**config.mk**
```make
export PLATFORM = sky130hd
export DESIGN_NAME = pkt_chk_seq_cnt
export DESIGN_NICKNAME = d
export VERILOG_FILES = /design/src/rtl/pkt_chk_seq_cnt.sv
export SDC_FILE = /design/constraint.sdc
export NUM_CORES = 1
export LEC_CHECK = 0
export CORE_AREA = 2 2 39 41
export CTS_BUF_LIST = sky130_fd_sc_hd__clkbuf_16
export CTS_CLUSTER_DIAMETER = 80
export DETAILED_ROUTE_END_ITERATION = 16
export DIE_AREA = 0 0 41 43
export GPL_TIMING_DRIVEN = 0
export PLACE_DENSITY_LB_ADDON = 0.12
export SETUP_SLACK_MARGIN = 0.2
export SLEW_MARGIN = 20
export SYNTH_ARGS = -nofsm -noshare
export SYNTH_HDL_FRONTEND = slang
export SYNTH_SLANG_ARGS = --single-unit
```
**constraint.sdc**
```tcl
create_clock -name clk -period 2.32 [get_ports clk]
set_input_delay 0.464 -clock clk [delete_from_list [all_inputs] [get_ports clk]]
set_output_delay 0.464 -clock clk [all_outputs]
set_load 0.01 [all_outputs]
```
**src/rtl/pkt_chk_seq_cnt.sv**
```systemverilog
// Expected-sequence register for the packet checker.
//   clk, reset : clock, synchronous active-high reset (clears to 0)
//   load       : expected <= load_val + 1 (resync on an arbitrary seq)
//   inc        : expected <= expected + 1 (in-order packet accepted)
//   load_val   : sequence word of the packet being accepted
//   exp_seq    : current expected sequence number
// Arithmetic wraps modulo 2^WORD_SIZE.
module pkt_chk_seq_cnt #(
  parameter int unsigned WORD_SIZE = 4
) (
  input  logic                 clk,
  input  logic                 reset,
  input  logic                 load,
  input  logic                 inc,
  input  logic [WORD_SIZE-1:0] load_val,
  output logic [WORD_SIZE-1:0] exp_seq
);

  always_ff @(posedge clk) begin
    if (reset) begin
      exp_seq <= '0;
    end else if (load) begin
      exp_seq <= load_val + WORD_SIZE'(1);
    end else if (inc) begin
      exp_seq <= exp_seq + WORD_SIZE'(1);
    end
  end

endmodule

```
==> results of run 1 <==
==> critical path, cell delays in order <==
cell and delay (ns):
clkdlybuf4s50_1 0.43, mux2_2 0.28, ha_1 0.23, a21boi_0 0.18
nor3_1 0.07, a211oi_1 0.19
==> area by class of cell <==
cell class / instances / area, sq um
buffer: 1 / 11.3
clock buffer: 3 / 75.1
fill: 150 / 911
inverter: 1 / 3.75
multi-input combinational: 21 / 183
sequential: 4 / 80.1
tap: 16 / 20.0
timing repair buffer: 10 / 100
==> stage by stage <==
stage	utilization, %	instance area (sq um)	total power, uW	std cells	hold WS, ns
6_report	34.2	473	412	56	0.498
5_1_grt	34.2	473	430	56	0.517
4_1_cts	34.2	473	421	56	0.495
3_5_place_dp	28.8	398	149	53	0.522
3_3_place_gp	28.8	398	148	53	0.521
2_1_floorplan	-	278	117	27	0.522
==> report_power, final <==
part | switching [uW] | internal [uW]
clock network | 45.4 | 220
logic | 23.9 | 38.4
registers | 8.46 | 76.3
total | 77.8 | 335
==> per-layer routing <==
layer / global-route usage (%) / routed length [microns] / up-vias
met5: 0 / 0 / -
met4: 10.0 / 9 / 0
met3: 4.71 / 61 / 2
met2: 12.5 / 278 / 9
met1: 9.55 / 288 / 117
li1: - / - / 131
==> layout by cell type (no fill, tap or decap) <==
| cell | count |
|---|---|
| clkdlybuf4s50_1 | 10 |
| dfxtp_1 | 4 |
| clkbuf_16 | 3 |
| mux2_2 | 2 |
| mux2i_1 | 2 |
| a211oi_1 | 2 |
| nor3_1 | 2 |
| buf_6 | 1 |
| nand4_1 | 1 |
| nand4b_4 | 1 |
| nor2_4 | 1 |
| and4b_1 | 1 |
| nor4_1 | 1 |
| xnor2_1 | 1 |
| a21boi_0 | 1 |
| and3b_1 | 1 |
| nand2_1 | 1 |
| o21ai_0 | 1 |
| a21oi_1 | 1 |
| inv_1 | 1 |
| nor2b_1 | 1 |
| ha_1 | 1 |
==> cell families (layout without fill, tap and decap cells) <==
group / Yosys count / in the layout / share of synthesized area, %
mux: 4 / 4 / 15.3
compound gates: 5 / 5 / 11.7
xor+xnor: 1 / 1 / 3.15
flops: 4 / 4 / 28.8
buf+inv: 2 / 15 / 5.40
simple gates: 10 / 10 / 31.1
fa+ha+maj: 1 / 1 / 4.50
==> worst max-delay path by stage <==
stage	startpoint	to	slack, ns	depth (start not counted)
finish	load_val[1]	exp_seq[2]	0.61	6
global route	load_val[0]	exp_seq[2]	0.50	6
CTS	load_val[1]	exp_seq[2]	0.61	6
detailed placement	load_val[1]	exp_seq[2]	0.39	6
global placement	load_val[0]	exp_seq[2]	0.40	6
floorplan	load	exp_seq[2]	0.71	6
==> metrics.md, run 1 <==
| Metric | Value |
|---|---|
| HP Class | `primary input to flop` |
| I/O Buffers | `10` |
| Remaining DRCs | `0` |
| Share of the synthesized area in the top cell type | `28.8%` |
| Die area | `1760 sq um` |
| Synth top cells by count | `dfxtp_1 (4), a211oi_1 (2), mux2_2 (2), mux2i_1 (2), nor3_1 (2)` |
| CTS H-tree lvls | `1` |
| Syn-to-layout area delta | `70.3%` |
| Overflow after GRT | `0` |
| F_max | `584 MHz` |
| Netlist cell types | `20` |
| Critical R2R Capture | `exp_seq[2]` |
| Post-Syn Instances | `27` |
| Prevailing post-synth register cell | `dfxtp_1` |
| Total number of vias | `259` |
| Setup slack at placement | `0.385 ns` |
| Slew headroom | `85.3%` |
| Die width | `41 microns` |
| Worst Path Arrival | `1.85 ns` |
| Drt first pass iters | `2` |
| Row count | `14` |
| Max-Cap Viols | `0` |
| Maximum clock insertion buffer count | `2` |
| Hold EP | `exp_seq[2]` |
| Post-synthesis register bit count | `4` |
| Flop2flop setup slack | `0.94 ns` |
| Crit path time final | `1.71 ns` |
| Largest regs | `exp_seq (4)` |
| CTS Hold Buffers Added | `0` |
| Syn Nets | `36` |
| Max VDD drop | `339 uV` |
| CP Class | `primary input to flop` |
| Die Y | `43 microns` |
| Setup violators final | `0` |
| # diodes | `0` |
| Initial Util | `20.1%` |
| RSZ-0062 raised after global routing | `false` |
| Hold depth | `2` |
| Power Density | `872 nW/um^2` |
| Final WS setup | `0.608 ns` |
| Routability cong. | `0.635` |
| Synth warn | `0` |
| Net count of the finished layout | `51` |
| Antenna viol nets, final | `0` |
| Vias in the first global route | `250` |
| Largest net degree at the start of global routing | `11` |
| Cell area after synthesis | `278 sq um` |
| Cts repair resizes | `0` |
| Vias/cell | `4.63` |
| Cell with the most instances after synthesis | `dfxtp_1` |
| Final Hold Vio Count | `0` |
| Status | `finished, final reports clean` |
| Crit-path max FO | `3` |
| Seq/Total Area, Yosys | `28.8%` |
| Initial antenna violation count | `0` |
| R2r startpoint | `exp_seq[0]` |
| WL/cell | `11.4 microns` |
| R2R cell count | `5` |
| CTS Buf Count | `3` |
| Hold Path Origin | `load` |
| Setup TNS | `0 ns` |
| CTS tree | `yes` |
| Period utilization | `73.8%` |
| Crit. End Element | `flop` |
| Worst-Margin Slew | `0.219 ns` |
| IO Count | `12` |
| Top post-synthesis cells by area | `dfxtp_1 (29%), nand4b_4 (8.6%), mux2_2 (8.1%), mux2i_1 (7.2%), a211oi_1 (5.4%)` |
| Share of layout cells above drive strength 1 | `20.0%` |
| EDFF count, synth | `0` |
| Total track usage | `9.41%` |
| Reg clk slew, reported paths | `0.03 ns` |
| Clock sinks | `4` |
| Fraction of registers with async set/reset | `0%` |
| Worst clock skew | `0.000558 ns` |
| Pleak | `0.000198 uW` |
| CP Launch Type | `primary input` |
| Root Buffer | `clkbuf_16` |
| Clock latency on the worst-skew pair | `0.22 ns` |
| Setup bufs post-CTS | `0` |
| Fin. max-slew vios | `0` |
| Top reg by flops | `exp_seq` |
| Core Region | `1380 sq um` |
| Global-route wire length before repair | `1.00 mm` |
| Largest area contributor in the netlist | `dfxtp_1` |
| Worst EP required | `2.46 ns` |
| Post-Syn Area per Cell | `10.3 sq um` |
| Max FFs per register | `4` |
| Routed WL | `637 microns` |
| Initial detailed-routing violation count | `1` |
Note: power is estimated with default switching activity, not from simulation.
==> run 2: changes to the inputs <==
- clock period: 2.32 -> 1.6 ns (I/O delays scaled with it)
==> run 2 against run 1 <==
Against the previous run: die area did not move; final cell count rose by 1.8%; clock skew barely moved; critical path depth fell by 2; register-to-register slack got worse by 0.61 ns; via count rose by 1.9%; power rose by 47%; sequential share of layout area fell by 1.1 points; flip-flop and latch count did not move; worst setup slack got worse by 0.30 ns; critical endpoint is now exp_seq[3]; largest cell class unchanged.
==> metrics.md, run 2 (synthesis gave the netlist of run 1 again) <==
| Metric | Value |
|---|---|
| Status | `finished, final reports clean` |
| Routability cong. | `0.628 (-1.1%)` |
| HP Class | `primary input to flop` |
| R2R cell count | `5 (unchanged)` |
| Sw Pwr | `121 uW (+55%)` |
| Total track usage | `10.3% (+0.85 points)` |
| Clk pwr share | `64.0% (-0.3 points)` |
| Largest net degree at the start of global routing | `11 (unchanged)` |
| Total number of vias | `264 (+1.9%)` |
| Final Core Density | `36.4% (+2.3 points)` |
| Period utilization | `80.7%` |
| Crit-path max FO | `2 (-1)` |
| Max VDD drop | `457 uV (+35%)` |
| Cell Count, Final, Fillers Out | `57 (+1.8%)` |
| Row count | `14 (unchanged)` |
| Max FFs per register | `4 (unchanged)` |
| Setup TNS | `0 ns (unchanged)` |
| Inst Count DP | `53 (unchanged)` |
| Commonest non-fill, non-tap cell in the layout | `dlygate4sd2_1` |
| Top reg by flops | `exp_seq` |
| WL/cell | `11.7 microns (+3.2%)` |
| RSZ-0062 raised after global routing | `false` |
| # diodes | `0 (unchanged)` |
| Maximum clock insertion buffer count | `2 (unchanged)` |
| CP peak stage delay | `0.50 ns (+0.07 ns)` |
| Vias/cell | `4.63 (+0.14%)` |
| Power Density | `1210 nW/um^2 (+38%)` |
| Overflow after GRT | `0 (unchanged)` |
| Comb pwr share | `15.9% (+0.8 points)` |
| Critical-path cell list | `clkdlybuf4s50_1 -> nand4_1 -> and4b_1 -> nor4_1` |
| Hpwl dp | `513 microns` |
| Hold depth | `2 (unchanged)` |
| CP Class | `primary input to flop` |
| Crit. End Element | `flop` |
| Worst path depth | `4 (-2)` |
| Routed WL | `669 microns (+5.0%)` |
| Seq pwr share | `20.1% (-0.5 points)` |
| IO Count | `12 (unchanged)` |
| Worst hold margin | `0.328 ns (-0.169 ns)` |
| Net count of the finished layout | `52 (+2.0%)` |
| CTS H-tree lvls | `1 (unchanged)` |
| Initial antenna violation count | `0 (unchanged)` |
| Slew headroom | `83.3% (-2.0 points)` |
| I/O Buffers | `10 (unchanged)` |
| Worst EP required | `1.72 ns (-0.74 ns)` |
| Worst Path Arrival | `1.41 ns (-0.44 ns)` |
| Vias in the first global route | `254 (+1.6%)` |
| Drt first pass iters | `2 (unchanged)` |
| Reg clk slew, reported paths | `0.03 ns (about the same)` |
| Crit path buf inv count | `1 (unchanged)` |
| Final Hold Vio Count | `0 (unchanged)` |
| Internal | `487 uW (+46%)` |
| Fillers | `146 (-2.7%)` |
| Antenna viol nets, final | `0 (unchanged)` |
| Pleak | `0.000238 uW (+21%)` |
| Setup violators final | `0 (unchanged)` |
| Crit path time final | `1.29 ns` |
| Initial detailed-routing violation count | `1 (unchanged)` |
| CP Launch Type | `primary input` |
| Slowest-stage cell, CP | `clkdlybuf4s50_1` |
| Clock sinks | `4 (unchanged)` |
| Fin. max-slew vios | `0 (unchanged)` |
| Global-route wire length before repair | `1.08 mm (+8.3%)` |
| Root Buffer | `clkbuf_16` |
| Worst-Margin Slew | `0.250 ns (+0.0304 ns)` |
| CP top delay family | `simple AND/OR/NAND/NOR gates` |
| Initial Util | `20.1% (unchanged)` |
| Switch share | `19.9% (+0.99 points)` |
| F_max | `775 MHz` |
| Worst clock skew | `0.00105 ns (+0.000489 ns)` |
| CTS Buf Count | `3 (unchanged)` |
| Die Y | `43 microns (unchanged)` |
| Most frequent cells in the layout | `dlygate4sd2_1 (6), dfxtp_1 (4), clkbuf_16 (3), clkdlybuf4s50_1 (3)` |
| Die width | `41 microns (unchanged)` |
| Core Region | `1380 sq um (unchanged)` |
| CTS tree | `yes` |
| Largest regs | `exp_seq (4)` |
| Syn-to-layout area delta | `81.5%` |
| Remaining DRCs | `0 (unchanged)` |
| Die area | `1760 sq um (unchanged)` |
| Max-Cap Viols | `0 (unchanged)` |
| Clock latency on the worst-skew pair | `0.22 ns (about the same)` |
| Share of layout cells above drive strength 1 | `24.4% (+4.4 points)` |
[run 2: area by class of cell]
class | count | area, sq um | share of cell area, %
timing repair buffer | 11 | 103 | 20.3
inverter | 1 | 3.75 | 0.744
sequential | 4 | 80.1 | 15.9
buffer | 1 | 20.0 | 3.97
clock buffer | 3 | 75.1 | 14.9
multi-input combinational | 21 | 203 | 40.2
tap | 16 | 20.0 | 3.97
[run 2: through the flow]
stage / power [uW] / worst slack, ns / cell area [sq um]
after floorplan: 180 / 0.199 / 307
after global placement: 228 / -0.120 / 427
after detailed placement: 228 / -0.137 / 427
after CTS: 613 / 0.241 / 502
after global routing: 631 / 0.215 / 504
final: 608 / 0.309 / 504
[run 2: metal layers]
| metal | part of all wire [%] | vias to the layer above | GRT usage, % |
|---|---|---|---|
| met5 | 0 | - | 0 |
| met4 | 5.4 | 0 | 12.0 |
| met3 | 9.3 | 5 | 4.71 |
| met2 | 41 | 12 | 12.5 |
| met1 | 45 | 116 | 11.3 |
| li1 | - | 131 | - |
[run 2: power groups by stage]
stage / Combinational (uW) / Sequential, uW / Clock [uW]
floorplan: 52.6 / 128 / 0
global placement: 103 / 125 / 0
detailed placement: 104 / 125 / 0
CTS: 99.3 / 123 / 391
global route: 106 / 125 / 401
finish: 96.6 / 122 / 389
[run 2: path summary, 6_finish.rpt]
kind                             startpoint          to  slack [ns]
worst max register to register   exp_seq[0]  exp_seq[2]        0.33
worst min register to register   exp_seq[1]  exp_seq[1]        0.52
worst max-delay path            load_val[2]  exp_seq[3]        0.31
worst min-delay path                   load  exp_seq[2]        0.33
[run 2: repair_timing]
item                                    CTS  global route
hold buffers                              0             0
hold endpoints to repair                  0             0
endpoints found under the setup margin    5             1
pin swaps                                 1             0
gates cloned                              0             0
resized for setup                         6             1
buffers inserted                          1             0
==> run 3: changes to the inputs <==
- clock period: 1.6 -> 1.1 ns (I/O delays scaled with it)
==> run 3 against run 2 <==
Against the previous run: the run now ends with negative setup slack left; flip-flop and latch count unchanged; clock skew hardly changed; worst setup slack got worse by 0.46 ns; wire length up 19%; sequential share of layout area fell by 0.34 points; non-clock buffer count rose by 4; count of clock-buffer cells in the layout stayed put; register-to-register slack got worse by 0.48 ns; clock power up 46%; hold slack worse by 0.092 ns; via count increased by 7.6%; power up 54%; critical path type is now flop to flop; largest cell class unchanged; highest routed layer unchanged.
==> metrics.md, run 3 (synthesis gave the netlist of run 1 again) <==
| Metric | Value |
|---|---|
| Pleak | `0.000264 uW (+11%)` |
| R2R cell count | `5 (unchanged)` |
| Fillers | `142 (-2.7%)` |
| Routability cong. | `0.662 (+5.4%)` |
| Share of layout cells above drive strength 1 | `51.1% (+27 points)` |
| Largest regs | `exp_seq (4)` |
| Crit path buf inv count | `0 (-1)` |
| RSZ-0062 raised after global routing | `true` |
| Flop2flop setup slack | `-0.15 ns (-0.48 ns)` |
| Vias in the first global route | `289 (+14%)` |
| Max-Cap Viols | `0 (unchanged)` |
| Reg clk slew, reported paths | `0.03 ns (about the same)` |
| Initial antenna violation count | `0 (unchanged)` |
| CP Class | `flop to flop` |
| Slew headroom | `83.1% (-0.23 points)` |
| Global-route wire length before repair | `1.26 mm (+17%)` |
| Failing checks | `negative setup slack` |
| Final WS setup | `-0.152 ns (-0.461 ns)` |
| Drt first pass iters | `2 (unchanged)` |
| CP peak stage delay | `0.33 ns (-0.17 ns)` |
| Overflow after GRT | `0 (unchanged)` |
| Clock sinks | `4 (unchanged)` |
| Die width | `41 microns (unchanged)` |
| Worst Path Arrival | `1.35 ns (-0.06 ns)` |
| Syn-to-layout area delta | `106%` |
| IO Count | `12 (unchanged)` |
| CTS Buf Count | `3 (unchanged)` |
| Crit-path max FO | `3 (+1)` |
| Root Buffer | `clkbuf_16` |
| Clock latency on the worst-skew pair | `0.22 ns (about the same)` |
| Critical-path cell list | `mux2_4 -> ha_4 -> and3b_1 -> nor3_1 -> a211oi_1` |
| Worst EP required | `1.20 ns (-0.52 ns)` |
| Max FFs per register | `4 (unchanged)` |
| CTS H-tree lvls | `1 (unchanged)` |
| Remaining DRCs | `0 (unchanged)` |
| F_max | `799 MHz` |
| Net count of the finished layout | `56 (+7.7%)` |
| Worst clock skew | `0.000599 ns (-0.000449 ns)` |
| Crit. End Element | `flop` |
| Final Hold Vio Count | `0 (unchanged)` |
| CTS tree | `yes` |
| I/O Buffers | `10 (unchanged)` |
| CP top delay family | `flip-flops` |
| WL/cell | `13.0 microns (+11%)` |
| Crit path time final | `1.25 ns` |
| Max VDD drop | `760 uV (+66%)` |
| Most frequent cells in the layout | `buf_6 (6), dlygate4sd2_1 (4), clkbuf_16 (3)` |
| Slowest-stage cell, CP | `dfxtp_4` |
| HP Class | `primary input to flop` |
| Commonest non-fill, non-tap cell in the layout | `buf_6` |
| R2r startpoint | `exp_seq[0]` |
| Core Region | `1380 sq um (unchanged)` |
| Tot Pwr | `939 uW (+54%)` |
| Die Y | `43 microns (unchanged)` |
| Period utilization | `114%` |
| Total number of vias | `284 (+7.6%)` |
| Hold depth | `2 (unchanged)` |
| Maximum clock insertion buffer count | `2 (unchanged)` |
| Hpwl dp | `581 microns (+13%)` |
| Inst Count DP | `53 (unchanged)` |
| Setup violators final | `5 (+5)` |
| Top reg by flops | `exp_seq` |
| Die area | `1760 sq um (unchanged)` |
| # diodes | `0 (unchanged)` |
| Antenna viol nets, final | `0 (unchanged)` |
| Initial Util | `20.1% (unchanged)` |
| CTS Hold Buffers Added | `0 (unchanged)` |
| Worst-Margin Slew | `0.254 ns (+0.00387 ns)` |
| Vias/cell | `4.66 (+0.52%)` |
| Total track usage | `11.2% (+0.98 points)` |
| Critical R2R Capture | `exp_seq[2]` |
| Largest net degree at the start of global routing | `11 (unchanged)` |
| Fin. max-slew vios | `0 (unchanged)` |
| Row count | `14 (unchanged)` |
| Power Density | `1640 nW/um^2 (+36%)` |
| Hold EP | `exp_seq[2]` |
| Initial detailed-routing violation count | `1 (unchanged)` |
| CP Launch Type | `flop` |
| Final Core Density | `41.3% (+4.9 points)` |
| Cell Count, Final, Fillers Out | `61 (+7.0%)` |
| Hold Path Origin | `load` |
| Routed WL | `796 microns (+19%)` |
| Status | `finished with violations` |
==> run 3: per-layer routing <==
layer / up-vias / routed length [microns] / track usage [%]
li1: 140 / - / -
met1: 131 / 295 / 13.5
met2: 11 / 415 / 16.3
met3: 2 / 67 / 3.14
met4: 0 / 17 / 8.00
met5: - / 0 / 0
==> run 3: report_power, final <==
| group | switching, uW | leakage, uW | internal [uW] |
|---|---|---|---|
| registers | 10.8 | 0.0000348 | 162 |
| logic | 78.2 | 0.000192 | 119 |
| clock network | 105 | 0.0000370 | 465 |
==> run 3: layout make-up <==
type,instances,area (sq um),area share (%)
clock buffer,3,75.1,13.1
inverter,1,3.75,0.656
sequential,4,88.8,15.5
timing repair buffer,15,150,26.3
multi-input combinational,21,214,37.4
buffer,1,20.0,3.50
tap,16,20.0,3.50
==> run 3: through the flow <==
stage	worst slack, ns	hold WS, ns	cell area [sq um]	TNS [ns]
2_1_floorplan	-0.201	0.282	309	-0.234
3_3_place_gp	-0.516	0.458	429	-1.55
3_5_place_dp	-0.540	0.462	429	-1.68
4_1_cts	-0.192	0.236	529	-0.406
5_1_grt	-0.200	0.243	572	-0.491
6_report	-0.152	0.236	572	-0.267
==> run 3: how the worst max path moves through the flow <==
stage | from | endpoint | slack [ns] | cells past startpoint
floorplan | load | exp_seq[2] | -0.20 | 6
global placement | load_val[0] | exp_seq[2] | -0.52 | 6
detailed placement | load_val[0] | exp_seq[2] | -0.54 | 6
CTS | exp_seq[0] | exp_seq[2] | -0.19 | 5
global route | exp_seq[0] | exp_seq[2] | -0.20 | 5
finish | exp_seq[0] | exp_seq[2] | -0.15 | 5
==> run 3: repair_timing <==
item / 4_1_cts / 5_1_grt
pin swaps: 4 / 5
setup buffers: 3 / 2
gates resized for setup: 22 / 7
setup endpoints to repair: 8 / 8
